**src/rtl/spiral_unroll.sv**
```systemverilog
// spiral_unroll: buffers an m x n matrix that arrives in clockwise spiral
// order and re-emits it in row-major order.
//   clk, rstn              : clock, synchronous active-low reset
//   row, col               : matrix shape, sampled on the first beat
//   data_in / _valid / _rdy: spiral-order input stream
//   data_out / _valid / _last / _rdy : raster-order output stream
module spiral_unroll #(
    parameter int DATA_WIDTH = 8,
    parameter int R_WIDTH    = 3,
    parameter int C_WIDTH    = 3
) (
    input  logic                  clk,
    input  logic                  rstn,
    input  logic [R_WIDTH-1:0]    row,
    input  logic [C_WIDTH-1:0]    col,
    input  logic [DATA_WIDTH-1:0] data_in,
    input  logic                  data_in_valid,
    output logic                  data_in_rdy,
    output logic [DATA_WIDTH-1:0] data_out,
    output logic                  data_out_valid,
    output logic                  data_out_last,
    input  logic                  data_out_rdy
);
    localparam int TW   = R_WIDTH + C_WIDTH;
    localparam int ROWS = 1 << R_WIDTH;
    localparam int COLS = 1 << C_WIDTH;

    typedef enum logic [1:0] {IDLE, FILL, DRAIN} state_t;
    typedef enum logic [1:0] {DIR_R, DIR_D, DIR_L, DIR_U} dir_t;

    state_t state, state_nxt;
    dir_t   dir, cur_dir, nxt_dir;

    logic [R_WIDTH-1:0] row_reg, wr_r, top, bottom, rd_r;
    logic [C_WIDTH-1:0] col_reg, wr_c, left, right, rd_c;
    logic [R_WIDTH-1:0] cur_r, cur_top, cur_bottom;
    logic [C_WIDTH-1:0] cur_c, cur_left, cur_right;
    logic [R_WIDTH-1:0] nxt_r, nxt_top, nxt_bottom;
    logic [C_WIDTH-1:0] nxt_c, nxt_left, nxt_right;
    logic [TW-1:0]      total, cnt, prod;

    logic [DATA_WIDTH-1:0] mem [ROWS][COLS];

    logic in_fire, out_fire, zero_dim, wr_en;
    logic fill_done, rd_row_end, out_done;

    assign in_fire  = data_in_valid && data_in_rdy;
    assign out_fire = data_out_valid && data_out_rdy;
    assign prod     = TW'(row) * TW'(col);
    assign zero_dim = (row == '0) || (col == '0);
    assign wr_en    = in_fire && ((state == FILL) ||
                                  (state == IDLE && !zero_dim));

    // The first beat is judged against the live shape, later ones
    // against the latched element count.
    assign fill_done = (state == IDLE) ? (prod == TW'(1))
                                       : (cnt == total - TW'(1));

    assign rd_row_end    = (rd_c == col_reg - C_WIDTH'(1));
    assign out_done      = rd_row_end && (rd_r == row_reg - R_WIDTH'(1));
    assign data_out      = mem[rd_r][rd_c];
    assign data_out_last = data_out_valid && out_done;

    always_comb begin
        state_nxt = state;
        unique case (state)
            IDLE:  if (in_fire && !zero_dim)
                       state_nxt = fill_done ? DRAIN : FILL;
            FILL:  if (in_fire && fill_done) state_nxt = DRAIN;
            DRAIN: if (out_fire && out_done) state_nxt = IDLE;
            default: state_nxt = IDLE;
        endcase
    end

    // Walker position for the beat being accepted; in IDLE it starts
    // fresh at (0,0) with bounds taken from the live shape inputs.
    always_comb begin
        cur_r      = wr_r;
        cur_c      = wr_c;
        cur_top    = top;
        cur_bottom = bottom;
        cur_left   = left;
        cur_right  = right;
        cur_dir    = dir;
        if (state == IDLE) begin
            cur_r      = '0;
            cur_c      = '0;
            cur_top    = '0;
            cur_bottom = row - R_WIDTH'(1);
            cur_left   = '0;
            cur_right  = col - C_WIDTH'(1);
            cur_dir    = DIR_R;
        end
        nxt_r      = cur_r;
        nxt_c      = cur_c;
        nxt_top    = cur_top;
        nxt_bottom = cur_bottom;
        nxt_left   = cur_left;
        nxt_right  = cur_right;
        nxt_dir    = cur_dir;
        unique case (cur_dir)
            DIR_R:
                if (cur_c < cur_right) nxt_c = cur_c + C_WIDTH'(1);
                else begin
                    nxt_top = cur_top + R_WIDTH'(1);
                    nxt_r   = cur_r + R_WIDTH'(1);
                    nxt_dir = DIR_D;
                end
            DIR_D:
                if (cur_r < cur_bottom) nxt_r = cur_r + R_WIDTH'(1);
                else begin
                    nxt_right = cur_right - C_WIDTH'(1);
                    nxt_c     = cur_c - C_WIDTH'(1);
                    nxt_dir   = DIR_L;
                end
            DIR_L:
                if (cur_c > cur_left) nxt_c = cur_c - C_WIDTH'(1);
                else begin
                    nxt_bottom = cur_bottom - R_WIDTH'(1);
                    nxt_r      = cur_r - R_WIDTH'(1);
                    nxt_dir    = DIR_U;
                end
            DIR_U:
                if (cur_r > cur_top) nxt_r = cur_r - R_WIDTH'(1);
                else begin
                    nxt_left = cur_left + C_WIDTH'(1);
                    nxt_c    = cur_c + C_WIDTH'(1);
                    nxt_dir  = DIR_R;
                end
        endcase
    end

    always_ff @(posedge clk) begin
        if (!rstn) begin
            state          <= IDLE;
            data_in_rdy    <= 1'b0;
            data_out_valid <= 1'b0;
            row_reg        <= '0;
            col_reg        <= '0;
            total          <= '0;
            cnt            <= '0;
            wr_r           <= '0;
            wr_c           <= '0;
            top            <= '0;
            bottom         <= '0;
            left           <= '0;
            right          <= '0;
            dir            <= DIR_R;
            rd_r           <= '0;
            rd_c           <= '0;
        end else begin
            state          <= state_nxt;
            data_in_rdy    <= (state_nxt != DRAIN);
            data_out_valid <= (state_nxt == DRAIN);
            if (wr_en) begin
                wr_r   <= nxt_r;
                wr_c   <= nxt_c;
                top    <= nxt_top;
                bottom <= nxt_bottom;
                left   <= nxt_left;
                right  <= nxt_right;
                dir    <= nxt_dir;
                if (state == IDLE) begin
                    row_reg <= row;
                    col_reg <= col;
                    total   <= prod;
                    cnt     <= TW'(1);
                end else begin
                    cnt <= cnt + TW'(1);
                end
            end
            if (out_fire) begin
                if (rd_row_end) begin
                    rd_c <= '0;
                    rd_r <= out_done ? '0 : rd_r + R_WIDTH'(1);
                end else begin
                    rd_c <= rd_c + C_WIDTH'(1);
                end
            end
        end
    end

    always_ff @(posedge clk) begin
        if (wr_en) mem[cur_r][cur_c] <= data_in;
    end
endmodule

```
**config.mk**
```make
export PLATFORM = sky130hd
export DESIGN_NAME = spiral_unroll
export DESIGN_NICKNAME = d
export VERILOG_FILES = /design/src/rtl/spiral_unroll.sv
export SDC_FILE = /design/constraint.sdc
export NUM_CORES = 1
export LEC_CHECK = 0
export BUFFER_PORTS_ARGS = -buffer_cell sky130_fd_sc_hd__buf_4
export CAP_MARGIN = 40
export CELL_PAD_IN_SITES_DETAIL_PLACEMENT = 2
export CELL_PAD_IN_SITES_GLOBAL_PLACEMENT = 2
export CORE_AREA = 2 2 260 262
export CTS_BUF_LIST = sky130_fd_sc_hd__clkbuf_16
export CTS_CLUSTER_DIAMETER = 30
export DETAILED_ROUTE_END_ITERATION = 10
export DIE_AREA = 0 0 262 264
export HOLD_SLACK_MARGIN = 0.15
export PLACE_DENSITY = 0.65
export RECOVER_POWER = 50
export SLEW_MARGIN = 15
export SYNTH_ARGS = -nofsm -noshare
export SYNTH_HDL_FRONTEND = slang
export SYNTH_SLANG_ARGS = --single-unit
```
**constraint.sdc**
```tcl
create_clock -name clk -period 2.65 [get_ports clk]
set_clock_uncertainty 0.05 [all_clocks]
set_input_delay 0 -clock clk [delete_from_list [all_inputs] [get_ports clk]]
set_output_delay 0 -clock clk [all_outputs]
set_load 0.05 [all_outputs]
```
# Word-level counts from Yosys, hierarchy flattened
# Memories as Yosys holds them, arrays and structs flattened. A register that Yosys moved wholly into a read port is not among the register bits.
# Cells that the tools add are included.
# op_classes
eq_ne	11
n_reduce_logical	19
bitwise_logic	2
mux	48
mul	1
add_sub_neg	16
order_cmp	7
# op_table
cell	n
3-bit two-way mux	26
64-bit two-way mux	1
8-bit binary-select mux with 3-bit select	1
8-bit demux with 3-bit select	1
8-bit two-way mux	3
3-bit one-hot mux with 4 select lines	2
3-bit by 1-bit subtractor with 3-bit output, second input constant	8
3-bit by 1-bit adder with 3-bit output, second input constant	6
2-bit two-way mux	9
1-bit logical AND	10
2-bit equality test, second input constant	4
4-bit >= comparator, second input constant	2
3-bit NOT with 4-bit output	2
2-bit one-hot mux with 4 select lines	1
6-bit by 1-bit adder with 6-bit output, second input constant	1
3-bit equality test	2
6-bit by 1-bit equality test with 1-bit output, second input constant	1
6-bit equality test	1
3-bit > comparator	2
3-bit logical NOT	2
3-bit less-than comparator	2
3-bit by 3-bit multiplier with 6-bit output	1
6-bit two-way mux	1
2-bit one-hot mux with 3 select lines	1
other kinds (9)	14
# word_totals
out_inout_bits	11
reg_bits	48
mem_count	1
word_cells	121
mem_bits_rw	512
input_bits	18
# memory_table
name	depth	word_bits	read_ports	rd_clocked_by_memory_dff	wr	line	text
mem	8	64	1	1	1	42	logic [DATA_WIDTH-1:0] mem [ROWS][COLS];

# Logic depth before layout (Yosys ltp)
# Gate-level depths: netlist of the first run.
# logic_depth
ltp_word	8
ltp_mapped	14
ltp_nobuf	12

# Least setup slack after synthesis of the first run
# OpenSTA, ideal clock, no wires.
# synth_timing
path_type	flip-flop to flip-flop
start	register state[0]
end	register wr_r[0]
period_less_slack_ns	2.904
path_buffers	3
path_stages_with_launch	14
t_arrival_ns	2.715
setup_time_ns	0.139
required_time_ns	2.461
slack_ns	-0.254
cell_sequence	dfxtp_1 -> buf_2 -> or2_1 -> buf_6 -> clkbuf_1 -> nand2_1 -> inv_1 -> ha_1 -> nor2b_1 -> o311a_1 -> a211oi_1 -> a21oi_1 -> a21oi_1 -> a221oi_1
# synth_via
elab_chain_cells	5
elab_cells_between_ends	27
cone_classes	add/sub: 2; order compare: 4; eq/ne: 4; mux: 12; reduce/logical: 5
# synth_rtl
element	line	text
start: declaration	31	state_t state, state_nxt;
start signal: assignment	152	state <= state_nxt;
2-bit logical NOT	52, 85	
3-bit two-way mux	85	if (state == IDLE) begin
3-bit by 1-bit subtractor with 3-bit output (tied with other cells)	120, 124	
3-bit two-way mux (on tied branches)	--	
3-bit one-hot mux with 4 select lines	101	unique case (cur_dir)
end signal: assignment	156	wr_r <= nxt_r;
end: declaration	34	logic [R_WIDTH-1:0] row_reg, wr_r, top, bottom, rd_r;
# Parallel ways exist; a longest one is shown, timed or not.
# A chain may end at the register's enable or synchronous reset.

==> run metrics, run 1 <==
CP endpoint kind=output pin; Worst Path Buf+Inv=5; Final Worst Setup Slack=-0.539 ns; final WL=between 70000 and 80000 um; Global Route Usage Sum=0.230; Diodes inserted=0; Core ar.=approximately 67000 um^2; Synth Area in Compound Gates=0.0319; Synth Area per Inst=between 15 and 20 um^2; Via Count=13732; die area=69200 um^2; status=complete, but fails checks; I/O Buffers=28; Setup violations, final=29; Max Freq=between 300 and 400 MHz; CTS Buf Count=between 100 and 150; antenna-violating nets left=0; fin crit share=1.20; Top Registers=mem x512, cnt x6, total x6; Post-synth EDFFs=512; cell row count=95; Post-DP HPWL=about 41000 um; maximum clock path buffer count=3; WHS=0.126 ns; largest net degree at the start of global routing=65; Die Y=264 um; Top reg by flops=mem; initial antenna violation count=1; DR DRC count=0; maxcap violations=7; Largest register FFs=512; main flop type after synthesis=edfxtp_1; violated checks=capacitance limit, slew limit, setup timing; root buffer cell=clkbuf_16; leakage power=between 10 and 15 nW; CTS tree=done; CP required=2.60 ns; relative slew slack=-0.125; most used routing layer=met2; layout cells sized above 1=0.394; Top Ports=29; adder-cell share of the synthesized area=0.0196; area leader, netlist=edfxtp_1; area of the mapped netlist=23100 um^2; Die W=roughly 260 um; Hold WC Path Type=input port to flop; drt initial violations=approximately 1100; RR Startpoint=state[0]; Final Hold Vio Count=0; drt first pass iters=7; routed length per placed instance=around 31 um; Cells after Synth=around 1300; mux cell area share after synthesis=0.158; met1 Use GR=0.295; vias in the first global route=between 15000 and 20000; min cycle time layout=3.19 ns; crit-path max FO=6; simple-gate share of the synthesized area=0.0491; RD Place Congestion=just under 0.8; Clk pin slew, worst setup/hold paths=0.04 ns; clk sinks=~560; Post-Synth XOR/XNOR Area=0.0128; Worst Path Arrival=about 3.1 ns; sequential area share after synthesis=0.711; final std cells w/o fill=2518; Power, Total=~27 mW; worst path cell trace=buf_12, buf_12, buf_16, mux4_2, mux4_2, o22ai_2, buf_6, nor2_2, buf_6; CP startpoint kind=flop; initial core utilization=0.347; post-DR vias/cell=5.45; largest family of logic cells by synthesized area=multiplexers; Layout Nets=about 1600; final instance area=around 31000 um^2; worst slack at placement=-0.0741 ns; peak supply drop=0.619 mV; critical path class=flop to output pin; synthesized flop and latch total=around 560; YS warnings=0; top-area cell type share of the netlist area=0.666; max-slew violations=~470; Placed Instances=2233; GRT overflow=0; met2 usage=0.383; Top Family by Delay on Critical Path=multiplexers; Min-Delay Startpoint=col[0]; first-pass GRT wire length=around 110000 um; CP max stage cell=mux4_2; P per Cell Area=867 nW/um^2; Mapped Nets=between 1000 and 1500; Clk Latency, worst-skew pair=about 0.7 ns; met3 Use GR=0.0490; library cells used by synthesis=60; Setup TNS Final=-4.77 ns; H-tree levels=3; Area Overhead vs Synth=34.5%; synth top area cells=edfxtp_1 67%, mux4_2 16%, dfxtp_1 4.4%, nor2_1 2.3%, ha_1 1.8%; RSZ-0062 raised after global routing=yes; post-layout util=0.466; Max stage delay on crit path=0.55 ns; Post-synth ARST share=0; worst slew pin tran=1.69 ns; Placed Area=about 25000 um^2
-- cells in the final DEF, fill, tap and decap left out, drive strengths merged, types with 5 or more instances in the layout --
cell type,synthesis,final
nand3,14,14
clkbuf,32,136
o22ai,17,17
inv,33,46
a21oi,35,35
clkinvlp,0,16
buf,30,183
o21ai,17,17
ha,33,33
xnor2,22,22
nor3,14,14
nand2,50,50
clkinv,0,49
nand4,7,7
bufinv,0,27
nor2,139,139
a221oi,5,5
dfxtp,51,51
mux4,160,160
and2,7,7
a211oi,7,7
xor2,9,9
edfxtp,512,512
dlygate4sd3,0,20
-- worst reg2reg max path, delay by kind of cell (launching register included) --
family / cells / cell delay (ns)
AND/OR/NAND/NOR: 4 / 1.11
AO/OA/AOI/OAI: 5 / 0.64
flip-flops: 1 / 0.32
buffers and inverters: 2 / 0.28
adder cells (fa/ha/maj): 1 / 0.25
-- synth_stat cells, types with 4 or more instances --
library cell and n:
mux4_2 160, o21ai_0 17, edfxtp_1 512, xnor2_1 22
buf_4 6, nor2b_1 4, nor2_1 139, and2_1 7
a21oi_1 35, and3_1 4, nand4_1 7, nand2_1 50
buf_1 8, inv_1 33, o22ai_1 17, nor3_1 13
nand3_1 14, dfxtp_1 51, a221oi_1 4, ha_1 33
a22oi_1 4, clkbuf_1 32, buf_2 15, a211oi_1 7
mux2i_1 4, xor2_1 9
-- report_power, final --
part           switching, mW  leakage [nW]  internal [mW]
combinational          0.484          3.30          0.265
sequential            0.0278          5.02           9.74
clock                   5.44          2.14           10.9
-- metal layers --
metal,wire length (um),share of wire
met1,31300,0.40
met3,4430,0.057
met2,39800,0.51
met4,2640,0.034
met5,0,0
-- kinds of logic after synthesis --
group	after synthesis
compound gates	113
xor+xnor	32
fa+ha+maj	35
buf+inv	95
flops	563
mux	165
simple gates	259
-- final timing paths --
check,slack (ns),depth (start not counted),end
setup / recovery,-0.54,9,data_out[1]
setup reg to reg,-0.02,12,wr_c[0]
hold reg to reg,0.42,2,right[1]
hold / removal,0.13,6,state[0]
-- final cells by class --
cell class | instances | area [um^2]
clock buffers | 121 | 3030
flip-flops and latches | 563 | 16400
well taps | 873 | 1090
inverters | 33 | 124
fillers | 6104 | 35500
repair buffers | 219 | 2200
multi-input cells | 604 | 6810
clock inverters | 105 | 1360
-- repair_timing --
| action | 4_1_cts | 5_1_grt |
|---|---|---|
| hold endpoints to repair | 557 | 4 |
| hold buffers | 21 | 2 |
| setup buffers | 16 | 15 |
| pin swaps | 13 | 28 |
| endpoints found under the setup margin | 42 | 123 |
| gates resized for setup | 71 | 65 |
| cloned | 8 | 1 |
(Power assumes the default switching activity.)
==> run 2, diff against run 1 <==
--- a/config.mk
+++ b/config.mk
@@ -9,13 +9,13 @@
 export CAP_MARGIN = 40
 export CELL_PAD_IN_SITES_DETAIL_PLACEMENT = 2
 export CELL_PAD_IN_SITES_GLOBAL_PLACEMENT = 2
-export CORE_AREA = 2 2 260 262
+export CORE_AREA = 5 5 263 265
 export CTS_BUF_LIST = sky130_fd_sc_hd__clkbuf_16
 export CTS_CLUSTER_DIAMETER = 30
 export DETAILED_ROUTE_END_ITERATION = 10
-export DIE_AREA = 0 0 262 264
+export DIE_AREA = 0 0 268 270
 export HOLD_SLACK_MARGIN = 0.15
-export PLACE_DENSITY = 0.65
+export PLACE_DENSITY = 0.63
 export RECOVER_POWER = 50
 export SLEW_MARGIN = 15
 export SYNTH_ARGS = -nofsm -noshare
==> constraint.sdc (replaced) <==
create_clock -name clk -period 3.6 [get_ports clk]
set_clock_uncertainty 0.05 [all_clocks]
set_input_delay 0 -clock clk [delete_from_list [all_inputs] [get_ports clk]]
set_output_delay 0 -clock clk [all_outputs]
set_load 0.05 [all_outputs]
==> run 2 against run 1 <==
  * The run ends with capacitance limit, slew limit left
  * Critical endpoint unchanged
  * Total power decreased by 28%
  * Routed wire length shrank 11%
  * Core utilization shrank 2.2 points
  * Cell area down 4.8%
  * Final cell count fell by 2.2%
  * Setup slack improved by 0.68 ns
  * Die area is 4.6% higher
  * Sequential power fell by 26%
  * Clock-buffer cell count grew 14
==> run metrics, run 2 (synthesis gave the netlist of run 1 again) <==
most frequent cells in the layout=512 x edfxtp_1, 160 x mux4_2, 139 x nor2_1; maxcap violations=8; Power, Total=19.5 mW; Setup violations, final=0; Sw Ratio=0.218; Placed Instances=roughly 2200; Comb power frac=0.022; worst slack at placement=roughly 0.22 ns; vias in the first global route=14909; GRT overflow=0; drt first pass iters=4; Global Route Usage Sum=0.197; clk sinks=approximately 560; Top reg by flops=mem; Die W=268 um; Area Overhead vs Synth=28.1%; Layout Nets=about 1500; worst slew pin tran=~3.7 ns; antenna-violating nets left=0; CP endpoint kind=output pin; Die Y=270 um; Max Freq=roughly 290 MHz; Largest register FFs=between 500 and 600; crit-path max FO=26; cell-internal power=roughly 15 mW; reg2reg path depth=11; Hold WC Path Type=input port to flop; Flop pwr share=0.370; fillers=roughly 6300; CTS tree=done; violated checks=capacitance limit, slew limit; Final Worst Setup Slack=0.137 ns; initial core utilization=0.347; CTS Buf Count=between 100 and 150; met2 WL=35600 um; first-pass GRT wire length=104000 um; die area=a little over 70000 um^2; max-slew violations=slightly above 500; peak supply drop=approximately 0.57 mV; Via Count=approximately 13000; H-tree levels=4; layout cells sized above 1=0.308; P per Cell Area=around 660 nW/um^2; net switching power=between 4 and 5 mW; root buffer cell=clkbuf_16; initial antenna violation count=0; Worst Path Arrival=about 3.4 ns; final std cells w/o fill=around 2500; maximum clock path buffer count=3; Core ar.=between 60000 and 70000 um^2; top layer reached by signal wires=met4; final WL=roughly 70000 um; most common cell after layout, fill and taps aside=edfxtp_1; Diodes inserted=0; DR DRC count=0; WL met3=3570 um; hold path depth=6; I/O Buffers=28; leakage power=9.84 nW; Top Ports=29; Clk Latency, worst-skew pair=around 0.69 ns; CP required=~3.6 ns; Clk pin slew, worst setup/hold paths=0.04 ns; min cycle time layout=3.46 ns; largest net degree at the start of global routing=65; drt initial violations=~1100; RD Place Congestion=0.764; worst path cell trace=buf_12, buf_12, mux4_2, mux4_2, o22ai_1, nor2_1, buf_4; RSZ-0062 raised after global routing=no; Top Registers=mem x512, cnt x6, total x6; fin crit share=0.962; Final Hold Vio Count=0; routed length per placed instance=~28 um; Clock Power Share=0.608; cell row count=between 90 and 100; Max stage delay on crit path=roughly 0.57 ns; CP startpoint kind=flop; Post-DP HPWL=approximately 40000 um; Setup TNS Final=0 ns; critical path class=flop to output pin; status=complete, but fails checks; met1 WL=roughly 29000 um; post-DR vias/cell=between 5 and 6; WHS=0.251 ns; relative slew slack=-1.46; CP max stage cell=mux4_2
[run 2: cell count changes in the layout (fill, tap and decap cells not counted), sizes merged, moves of 3 or more]
cell and change:
dlygate4sd3 +3, inv +7, bufinv -11, clkbuf +16, clkinv +7, buf -74
[run 2: final cells by class]
| class | instances | area (um^2) | share of cell area |
|---|---|---|---|
| clock buffers | 135 | 3380 | 0.114 |
| clock inverters | 106 | 1030 | 0.0349 |
| inverters | 33 | 124 | 0.00419 |
| multi-input cells | 604 | 6270 | 0.212 |
| flip-flops and latches | 563 | 16400 | 0.555 |
| well taps | 873 | 1090 | 0.0370 |
| repair buffers | 149 | 1240 | 0.0421 |
[run 2: through the flow]
stage | utilization | instance area, um^2
5_1_grt | 0.444 | 29500
4_1_cts | 0.444 | 29600
2_1_floorplan | - | 23100
3_5_place_dp | 0.374 | 24900
3_3_place_gp | 0.373 | 24900
6_report | 0.444 | 29500
[run 2: final timing paths]
path,slack (ns),end,from
hold / removal,0.25,row_reg[2],row[2]
hold reg to reg,0.42,right[1],right[1]
setup / recovery,0.14,data_out[1],flop
setup reg to reg,0.23,wr_c[1],state[0]
[run 2: power groups by stage]
stage                     logic, mW  clock network [mW]  registers, mW
after floorplan               0.197                   0           7.30
after global placement        0.392                   0           7.30
after detailed placement      0.415                   0           7.30
after CTS                     0.442                12.1           7.19
after global routing          0.469                12.5           7.20
final                         0.427                11.9           7.20
[run 2: worst max-delay path, delay by kind of cell (launching register included)]
kind	cells	cell delay, ns
muxes	2	1.11
buffers and inverters	3	0.59
AOI/OAI and AO/OA	1	0.51
DFF	1	0.36
and+or+nand+nor	1	0.11
[run 2: what timing repair did]
| item | 4_1_cts | 5_1_grt |
|---|---|---|
| resized for setup | 0 | 3 |
| hold buffers | 22 | 1 |
| buffers inserted | 5 | 0 |
| endpoints found under the setup margin | 8 | 5 |
| pin swaps | 0 | 0 |
| gates cloned | 0 | 0 |
| hold endpoints to repair | 560 | 4 |
[run 2: per-layer routing]
layer / GRT usage / up-vias
li1: - / 5558
met1: 0.252 / 6984
met2: 0.326 / 389
met3: 0.0486 / 126
met4: 0.0734 / 0
met5: 0 / -
==> run 3, diff against run 2 <==
--- a/config.mk
+++ b/config.mk
@@ -9,11 +9,11 @@
 export CAP_MARGIN = 40
 export CELL_PAD_IN_SITES_DETAIL_PLACEMENT = 2
 export CELL_PAD_IN_SITES_GLOBAL_PLACEMENT = 2
-export CORE_AREA = 5 5 263 265
-export CTS_BUF_LIST = sky130_fd_sc_hd__clkbuf_16
+export CORE_AREA = 2 2 260 262
+export CTS_BUF_LIST = sky130_fd_sc_hd__clkbuf_8
 export CTS_CLUSTER_DIAMETER = 30
 export DETAILED_ROUTE_END_ITERATION = 10
-export DIE_AREA = 0 0 268 270
+export DIE_AREA = 0 0 262 264
 export HOLD_SLACK_MARGIN = 0.15
 export PLACE_DENSITY = 0.63
 export RECOVER_POWER = 50
==> run 3 against run 2 <==
  * The flow still finishes with violations (capacitance limit, slew limit)
  * Clock power down 37%
  * Fmax decreased by 0.79%
  * Global-route usage up 0.47 points
  * Via count shrank 1.5%
  * Combinational power about the same
  * Final cell count down 0.69%
  * Clock-buffer cell count down 10
  * Sequential power barely moved
  * Hold slack worse by 0.011 ns
  * Routed wire length down 3.4%
  * Core utilization is 2.7 points lower
  * Sequential share of layout area grew 3.7 points
  * Largest cell class unchanged
==> run metrics, run 3 (synthesis gave the netlist of run 1 again) <==
CTS tree=done; crit-path max FO=28; cell row count=95; status=complete, but fails checks; RD Place Congestion=~0.8; leakage power=9.07 nW; GRT overflow=0; DR DRC count=0; H-tree levels=3; drt first pass iters=5; Die Y=about 260 um; vias in the first global route=between 10000 and 15000; Global Route Usage Sum=0.202; critical path class=flop to output pin; Clk pin slew, worst setup/hold paths=approximately 0.050 ns; antenna-violating nets left=0; Top Ports=29; Max Freq=roughly 290 MHz; peak supply drop=about 0.26 mV; fillers=around 6400; Area Overhead vs Synth=20.2%; Setup TNS Final=0 ns; Final Hold Vio Count=0; root buffer cell=clkbuf_8; most frequent cells in the layout=512 x edfxtp_1, 160 x mux4_2, 139 x nor2_1; violated checks=capacitance limit, slew limit; final WL=just under 70000 um; maximum clock path buffer count=3; Worst Path Arrival=3.44 ns; Core ar.=66600 um^2; initial antenna violation count=0; Die W=262 um; CP endpoint kind=output pin; CP startpoint kind=flop; min cycle time layout=between 3 and 4 ns; layout cells sized above 1=0.293; CTS Buf Count=119; Diodes inserted=0; fin crit share=0.970; die area=slightly below 70000 um^2; most common cell after layout, fill and taps aside=edfxtp_1; drt initial violations=between 900 and 1000; P per Cell Area=543 nW/um^2; largest net degree at the start of global routing=65; Top reg by flops=mem; Layout Nets=1519; initial core utilization=0.347; Top Registers=mem x512, cnt x6, total x6; Post-DP HPWL=40000 um; I/O Buffers=28; maxcap violations=8; CP required=roughly 3.6 ns; post-layout util=0.417; Largest register FFs=about 510; clk sinks=about 560; Clk Latency, worst-skew pair=~0.73 ns; worst slew pin tran=approximately 3.4 ns; Via Count=12856; post-DR vias/cell=5.26; Setup violations, final=0; routed length per placed instance=27.6 um; RSZ-0062 raised after global routing=no; first-pass GRT wire length=101000 um; max-slew violations=520; Hold WC Path Type=input port to flop; relative slew slack=-1.27
## run 3: changes by cell type in the layout (fill, tap and decap cells not counted), sizes merged
cell / previous run / this run
clkbuf: 152 / 140
inv: 53 / 63
clkinvlp: 14 / 6
buf: 109 / 106
clkinv: 56 / 53
bufinv: 16 / 14
dlygate4sd3: 23 / 24
## run 3: final timing paths
path / depth (start not counted) / from / end / slack (ns)
setup / recovery: 6 / flop / data_out[0] / 0.11
hold / removal: 6 / col[2] / col_reg[2] / 0.24
setup reg to reg: 11 / state[0] / dir[0] / 0.35
hold reg to reg: 2 / right[1] / right[1] / 0.40
## run 3: worst max-delay path, stage by stage, from the launching register on
cell	delay, ns
dfxtp_4	0.48
buf_16	0.28
mux4_2	0.57
mux4_2	0.54
o22ai_1	0.47
nor2_1	0.14
buf_4	0.22
## run 3: cell type report
type | instances | area [um^2] | share of cell area
clock inverter | 103 | 887 | 0.0320
clock buffer | 125 | 1720 | 0.0621
timing repair buffer | 145 | 1210 | 0.0435
multi-input combinational | 604 | 6290 | 0.227
sequential | 563 | 16400 | 0.592
inverter | 33 | 124 | 0.00447
tap | 873 | 1090 | 0.0394
## run 3: timing repair
action	4_1_cts	5_1_grt
setup buffers	3	0
pin swaps	0	0
setup endpoints to repair	8	3
hold endpoints to repair	561	0
hold buffers	24	0
gates resized for setup	4	3
## run 3: power breakdown
part           internal [mW]  total (mW)  leakage (nW)  switching, mW
Sequential              7.16        7.18          5.02         0.0205
Combinational          0.127       0.426          2.63          0.298
Clock                   4.28        7.45          1.42           3.17
## run 3: layer usage
| metal | global-route usage | wire [um] | vias up |
|---|---|---|---|
| li1 | - | - | 5516 |
| met1 | 0.260 | 27900 | 6914 |
| met2 | 0.352 | 35500 | 344 |
| met3 | 0.0364 | 3070 | 82 |
| met4 | 0.0467 | 1070 | 0 |
| met5 | 0 | 0 | - |
## run 3: metrics by stage
| step | setup slack [ns] | power, mW | cells | instance area, um^2 | hold WS (ns) |
|---|---|---|---|---|---|
| floorplan | 0.696 | 7.49 | 1262 | 23100 | 0.0489 |
| global placement | 0.427 | 7.69 | 2187 | 24800 | 0.323 |
| finish | 0.110 | 15.1 | 2446 | 27700 | 0.240 |
| detailed placement | 0.313 | 7.72 | 2189 | 24900 | 0.325 |
| global route | 0.0256 | 15.6 | 2446 | 27700 | 0.256 |
| CTS | 0.0376 | 15.2 | 2444 | 27800 | 0.181 |
